[config.mk]
export PLATFORM = sky130hd
export DESIGN_NAME = mem_byte_sequencer
export DESIGN_NICKNAME = d
export VERILOG_FILES = /design/src/rtl/mem_seq_pkg.sv /design/src/rtl/mem_load_extend.sv /design/src/rtl/mem_byte_sequencer.sv
export SDC_FILE = /design/constraint.sdc
export NUM_CORES = 1
export LEC_CHECK = 0
export CAP_MARGIN = 20
export CORE_MARGIN = 5
export CORE_UTILIZATION = 50
export CTS_BUF_LIST = sky130_fd_sc_hd__clkbuf_4 sky130_fd_sc_hd__clkbuf_8
export CTS_CLUSTER_DIAMETER = 30
export CTS_CLUSTER_SIZE = 30
export DETAILED_ROUTE_END_ITERATION = 6
export PLACE_DENSITY_LB_ADDON = 0.08
export RECOVER_POWER = 50
export SYNTH_ARGS = -nofsm -noshare
export SYNTH_HDL_FRONTEND = slang
export SYNTH_SLANG_ARGS = --single-unit
[constraint.sdc]
create_clock -name CLK -period 3.6 [get_ports CLK]
set_clock_uncertainty 0.1 [all_clocks]
set_input_delay 0.72 -clock CLK [delete_from_list [all_inputs] [get_ports CLK]]
set_output_delay 0.72 -clock CLK [all_outputs]
set_load 0.01 [all_outputs]
[src/rtl/mem_seq_pkg.sv]
// Shared definitions for the byte-serial memory sequencer: size codes,
// FSM state encoding and the request byte-count helper.
package mem_seq_pkg;

  localparam logic [1:0] SZ_BYTE = 2'b00;
  localparam logic [1:0] SZ_HALF = 2'b01;
  localparam logic [1:0] SZ_WORD = 2'b10;

  typedef enum logic [2:0] {
    IDLE,
    RD_ADDR,
    RD_CAP,
    WR,
    DONE
  } state_t;

  // Reserved size code 11 behaves as a word.
  function automatic logic [2:0] byte_count(input logic [1:0] size);
    case (size)
      SZ_BYTE: byte_count = 3'd1;
      SZ_HALF: byte_count = 3'd2;
      default: byte_count = 3'd4;
    endcase
  endfunction

endpackage

[src/rtl/mem_load_extend.sv]
// Combinational zero/sign extension of assembled load bytes.
// Sign extension is built only when MEM_SEQ_SIGNEXT_EN is defined.
module mem_load_extend
  import mem_seq_pkg::*;
#(
  parameter int DATA_W = 32
) (
  input  logic [DATA_W-1:0] raw,
  input  logic [1:0]        size,
  input  logic              sign_en,
  output logic [DATA_W-1:0] ext
);

  logic fill_b;
  logic fill_h;

`ifdef MEM_SEQ_SIGNEXT_EN
  assign fill_b = sign_en & raw[7];
  assign fill_h = sign_en & raw[15];
`else
  logic unused_sign;
  assign unused_sign = sign_en;
  assign fill_b      = 1'b0;
  assign fill_h      = 1'b0;
`endif

  always_comb begin
    ext = raw;
    case (size)
      SZ_BYTE: ext = {{(DATA_W-8){fill_b}}, raw[7:0]};
      SZ_HALF: ext = {{(DATA_W-16){fill_h}}, raw[15:0]};
      default: ext = raw;
    endcase
  end

endmodule

[src/rtl/mem_byte_sequencer.sv]
// Byte-serial RAM access sequencer with big-endian ordering and MFA/MOC
// handshake. Define MEM_SEQ_SIGNEXT_EN to enable signed sub-word loads.
module mem_byte_sequencer
  import mem_seq_pkg::*;
#(
  parameter int ADDR_W = 8,
  parameter int DATA_W = 32
) (
  input  logic              CLK,
  input  logic              RESET,
  input  logic              MFA,
  input  logic              RW,
  input  logic [1:0]        SIZE,
  input  logic              SIGNED,
  input  logic [ADDR_W-1:0] ADDR,
  input  logic [DATA_W-1:0] WDATA,
  output logic [DATA_W-1:0] RDATA,
  output logic              MOC,
  output logic              RAM_EN,
  output logic              RAM_WE,
  output logic [ADDR_W-1:0] RAM_ADDR,
  output logic [7:0]        RAM_WDATA,
  input  logic [7:0]        RAM_RDATA
);

  state_t state;
  state_t next_state;

  logic [1:0]        cnt;
  logic [1:0]        nm1;
  logic [1:0]        size_q;
  logic              sign_q;
  logic [ADDR_W-1:0] base_q;
  logic [DATA_W-1:0] wdata_q;
  logic [DATA_W-1:0] rbuf;
  logic [DATA_W-1:0] rbuf_shift;
  logic [DATA_W-1:0] ext;
  logic [DATA_W-1:0] rdata_q;

  logic [2:0]        n_req;
  logic [1:0]        nm1_req;
  logic [ADDR_W-1:0] base_req;
  logic [1:0]        wsel;
  logic              last;
  logic              accept;

  assign n_req      = byte_count(SIZE);
  assign nm1_req    = 2'(n_req - 3'd1);
  assign last       = (cnt == nm1);
  assign accept     = (state == IDLE) && MFA;
  assign rbuf_shift = {rbuf[DATA_W-9:0], RAM_RDATA};
  assign wsel       = nm1 - cnt;

  always_comb begin
    base_req = ADDR;
    case (SIZE)
      SZ_BYTE: base_req = ADDR;
      SZ_HALF: base_req = {ADDR[ADDR_W-1:1], 1'b0};
      default: base_req = {ADDR[ADDR_W-1:2], 2'b00};
    endcase
  end

  always_ff @(posedge CLK or negedge RESET) begin
    if (!RESET) state <= IDLE;
    else        state <= next_state;
  end

  always_comb begin
    next_state = state;
    RAM_EN     = 1'b0;
    RAM_WE     = 1'b0;
    MOC        = 1'b0;
    case (state)
      IDLE: begin
        if (MFA) next_state = RW ? RD_ADDR : WR;
      end
      RD_ADDR: begin
        RAM_EN     = 1'b1;
        next_state = RD_CAP;
      end
      RD_CAP: begin
        next_state = last ? DONE : RD_ADDR;
      end
      WR: begin
        RAM_EN = 1'b1;
        RAM_WE = 1'b1;
        if (last) next_state = DONE;
      end
      DONE: begin
        MOC = 1'b1;
        if (!MFA) next_state = IDLE;
      end
      default: next_state = IDLE;
    endcase
  end

  always_ff @(posedge CLK or negedge RESET) begin
    if (!RESET) begin
      cnt     <= '0;
      nm1     <= '0;
      size_q  <= '0;
      sign_q  <= 1'b0;
      base_q  <= '0;
      wdata_q <= '0;
      rbuf    <= '0;
      rdata_q <= '0;
    end else begin
      if (accept) begin
        cnt     <= '0;
        nm1     <= nm1_req;
        size_q  <= SIZE;
        sign_q  <= SIGNED;
        base_q  <= base_req;
        wdata_q <= WDATA;
        rbuf    <= '0;
      end
      if (state == RD_CAP) begin
        rbuf <= rbuf_shift;
        cnt  <= cnt + 2'd1;
        // Load result is registered from the shifted buffer on DONE entry.
        if (last) rdata_q <= ext;
      end
      if (state == WR) cnt <= cnt + 2'd1;
    end
  end

  mem_load_extend #(
    .DATA_W (DATA_W)
  ) u_extend (
    .raw     (rbuf_shift),
    .size    (size_q),
    .sign_en (sign_q),
    .ext     (ext)
  );

  assign RDATA     = rdata_q;
  assign RAM_ADDR  = base_q + ADDR_W'(cnt);
  assign RAM_WDATA = (state == WR) ? wdata_q[{wsel, 3'b000} +: 8] : 8'h00;

endmodule

; After elaboration in Yosys (flattened, before gate mapping)
; Index checks and enable logic that the tools add are counted.
[classes]
n_addsub = 4
mux = 18
n_reduce_logical = 9
shifts = 1
n_eq_ne = 10
[op_table]
columns = operator, count
row1 = $pmux 32 s2, 1
row2 = $mux 24, 2
row3 = $shiftx 32x6->8, 1
row4 = $pmux 3 s5, 1
row5 = $mux 3, 4
row6 = $add 8x2->8, 1
row7 = $mux 2, 4
row8 = $mux 8, 1
row9 = $pmux 2 s2, 2
row10 = $eq 3x2->1 const B, 2
row11 = $ne 2x2->1 const B, 3
row12 = $eq 2x1->1 const B, 2
row13 = $logic_not 2->1, 2
row14 = $eq 3x1->1 const B, 1
row15 = $eq 3x3->1 const B, 1
row16 = $logic_not 3->1, 1
row17 = $mux 1, 3
row18 = $reduce_and 3->1, 1
row19 = $reduce_bool 3->1, 1
row20 = $add 2x1->2 const B, 1
row21 = $eq 2x2->1, 1
row22 = $reduce_and 2->1, 1
row23 = $reduce_bool 2->1, 1
row24 = $reduce_or 2->1, 1
row25 = 3 further kinds, 3
[totals]
elab_cells = 50
reg_bits = 105
out_inout_bits = 51

; Logic depth before layout (Yosys ltp)
[depth]
ltp_word = 5
depth_mapped = 6

; Cells and area by module
; From an unflattened synthesis, not the netlist that was laid out.
[hier_totals]
cells_unflattened = 417
area_unflattened_um2 = 4698.3
[by_module_without_submodules]
columns = module, instances, area_per_inst_um2, seq_area_each_um2, cells_per_inst
row1 = mem_byte_sequencer, 1, 4446.8, 2652.5, 382
row2 = mem_load_extend, 1, 251.5, 0.0, 35

; Worst setup path before layout
; No wires, ideal clock.
[synth_timing]
kind = register to output
start = register cnt[0]
end = output RAM_WDATA[0]
required_time_ns = 2.780
path_stages_with_launch = 5
slack_ns = 1.125
arrival_time_ns = 1.655
cell_sequence = dfrtp_1 -> ha_1 -> xnor3_2 -> mux4_2 -> nor2b_1
[synth_between]
elab_chain_cells = 3
[synth_rtl]
columns = item, line
row1 = start: declaration, mem_byte_sequencer.sv:29  ; logic [1:0] cnt;
row2 = start signal: assignment, mem_byte_sequencer.sv:119  ; cnt <= cnt + 2'd1;
row3 = start signal: assignment, mem_byte_sequencer.sv:123  ; if (state == WR) cnt <= cnt + 2'd1;
row4 = $sub 2x2->2, mem_byte_sequencer.sv:52  ; assign wsel = nm1 - cnt;
row5 = $shiftx 32x6->8, mem_byte_sequencer.sv:138  ; assign RAM_WDATA = (state == WR) ? wdata_q[{wsel, 3'b000} +: 8] : 8'h00;
row6 = $mux 8, mem_byte_sequencer.sv:138
row7 = end: declaration, mem_byte_sequencer.sv:22  ; output logic [7:0] RAM_WDATA,
; Every way passes these cells.

; Worst setup path in the final report
[layout_timing]
start = register cnt[0]
end = output RAM_WDATA[5]
; The elaborated chain is that of the path after synthesis.

==> metrics.txt <==
status finished, final reports clean; max incr delay on CP 0.51 ns; Die Span Y 105 um; worst hold path type register to register; top cell type's share of synthesized area 0.579; sequential fraction of the synthesis area 0.579; clock buffer depth 2; required time worst endpoint 2.78 ns; Post-DRT Antenna Nets 0; row cnt 34; Final Hold Fails 0; via count 3289; Crit. End Element output port; Post-CTS Hold Buffers 0; CTS sink cnt 105; Net Count, Synth 488; relative slew slack 0.0922; antenna diode count 0; unique cell type count in the Yosys netlist 32; cells after synthesis 428; hpwl dp 6870 um; TritonRoute pass-1 iters 4; Final min period 3.40 ns; pin count of the biggest net entering global routing 57; FMAX 294 MHz; Ports 106; max-slew violations 0; DRC Markers 0; Initial Util 0.515; Clk pin slew, worst setup/hold paths 0.09 ns; area delta synth->final 29.5%; unrepaired setup endpoints after global routing no; Max VDD drop 492 uV; layout cells sized above 1 0.0769; Nets 589; routed vias/inst 5.13; flop-to-flop setup slack 0.97 ns; area of the die 11100 sq um; synth top area cells dfrtp_1, nand2_1, mux2i_1; die span in x 105 um; critical path class register to output port; Slew @ Worst Pin 1.36 ns; CTS tree built; CTS buffer count 9; Overall Global Routing Usage 0.184; DR iter-0 viols 96; CTS root buffer clkbuf_8; antenna violations before repair 0; crit path max-delay cell type mux4_2; Fill cells 705; commonest non-fill, non-tap cell in the layout nand2_1; CP Max Fanout 8; warnings from Yosys 0; crit start category register; Syn Area/Cell 10.6 sq um; grt ovf 0; critical path arrival 2.58 ns; DR WL/cell 15.1 um; most frequent cells in the layout nand2_1, dfrtp_1, clkdlybuf4s50_1; maxcap violations 0; Finish-stage setup viols 0; Routed WL 9710 um; fin area 5880 sq um; setup tns final 0 ns; clk_lat worst skew 0.35 ns; htree depth 3; CP cell instances ha_1, xnor3_4, mux4_2, nor2b_1, clkdlybuf4s50_1; Yosys top cell by area dfrtp_1; Buffers on Ports 104; Final Cycle Share 0.945; Placer Congestion 0.758; Fin Hold WS 0.376 ns; leakage power 0.00293 uW; placed cell area 5700 sq um; first-pass GRT wire length 16600 um; pwr dens 868 nW/um^2; post-synthesis register bit count 105; vias in the first global route 3516; Core Region 8810 sq um; Post-Synthesis Cell Area 4540 sq um
-- registers in the layout, summed over array words and instances, names as in the netlist --
name and cells:
cnt 2, state 3, wdata_q 32, size_q 2, base_q 8, nm1 2
RDATA 32, rbuf 24
-- cell type report --
type	instances	area, sq um	share of cell area
sequential	105	2630	0.447
tap	108	135	0.0230
timing repair buffer	111	1080	0.184
clock inverter	4	53.8	0.00915
multi-input combinational	275	1740	0.295
inverter	27	101	0.0172
clock buffer	11	145	0.0247
-- where the power goes --
part | total [uW] | leakage, uW | internal, uW | switching [uW]
logic | 2320 | 0.00149 | 1250 | 1060
registers | 2060 | 0.00135 | 1690 | 366
clock network | 727 | 0.0000950 | 346 | 381
-- cell families (layout without fill, tap and decap cells) --
logic type	Yosys count	in the layout	synth area share
AOI/OAI and AO/OA	32	32	0.0565
DFF	105	105	0.579
muxes	40	40	0.112
and+or+nand+nor	190	190	0.178
xor gates and xnor gates	8	8	0.0187
buffers and inverters	48	153	0.0405
adders and majority gates	5	5	0.0154
-- per-layer routing --
layer	GRT usage	wire (um)	up-vias
met5	0	0	-
met4	0.0656	142	0
met3	0.0416	551	12
met2	0.311	4750	91
met1	0.232	4260	1593
li1	-	-	1593
-- worst paths after layout --
kind	to	depth (start not counted)	from
min reg2reg	wdata_q[22]$_DFFE_PN0P_	2	wdata_q[22]$_DFFE_PN0P_
max	RAM_WDATA[5]	5	cnt[0]$_DFFE_PN0P_
max reg2reg	RDATA[19]$_DFFE_PN0P_	4	cnt[0]$_DFFE_PN0P_
max in group asynchronous	wdata_q[28]$_DFFE_PN0P_	2	RESET
min	wdata_q[22]$_DFFE_PN0P_	2	wdata_q[22]$_DFFE_PN0P_
min in group asynchronous	RDATA[11]$_DFFE_PN0P_	1	RESET
-- repair_timing --
item,in CTS,in global routing
setup endpoints to repair,0,3
endpoints found under the hold margin,0,0
resized for setup,0,1
buffers inserted,0,0
-- worst max-delay path: cells and delay by family (launching register included) --
| family | cells | cell delay, ns |
|---|---|---|
| mux | 1 | 0.51 |
| buf+inv | 1 | 0.50 |
| flops | 1 | 0.44 |
| xor+xnor | 1 | 0.40 |
| fa+ha+maj | 1 | 0.23 |
| simple gates | 1 | 0.16 |
-- per-stage QoR --
stage | util | power, uW | setup WS [ns] | std cells
2_1_floorplan | - | 3510 | 1.13 | 428
6_report | 0.668 | 5100 | 0.198 | 641
5_1_grt | 0.668 | 5500 | 0.0649 | 641
4_1_cts | 0.670 | 5230 | 0.0933 | 641
3_3_place_gp | 0.647 | 4410 | 0.512 | 626
3_5_place_dp | 0.647 | 4490 | 0.489 | 626
-- cells in the mapped netlist, drive strengths merged --
master / number
xor2: 4
a22o: 24
nor4b: 2
a21o: 2
xnor3: 1
nand2b: 4
inv: 27
ha: 4
fa: 1
dfrtp: 105
nor2: 5
mux4: 8
nor3: 1
or4b: 1
mux2i: 24
nor2b: 10
buf: 4
nand3: 6
a31oi: 1
mux2: 8
nand4b: 1
nand2: 157
nor3b: 2
a21oi: 2
or2: 1
o21ai: 3
xnor2: 3
clkbuf: 17
Power figures use the tool's default switching activity.
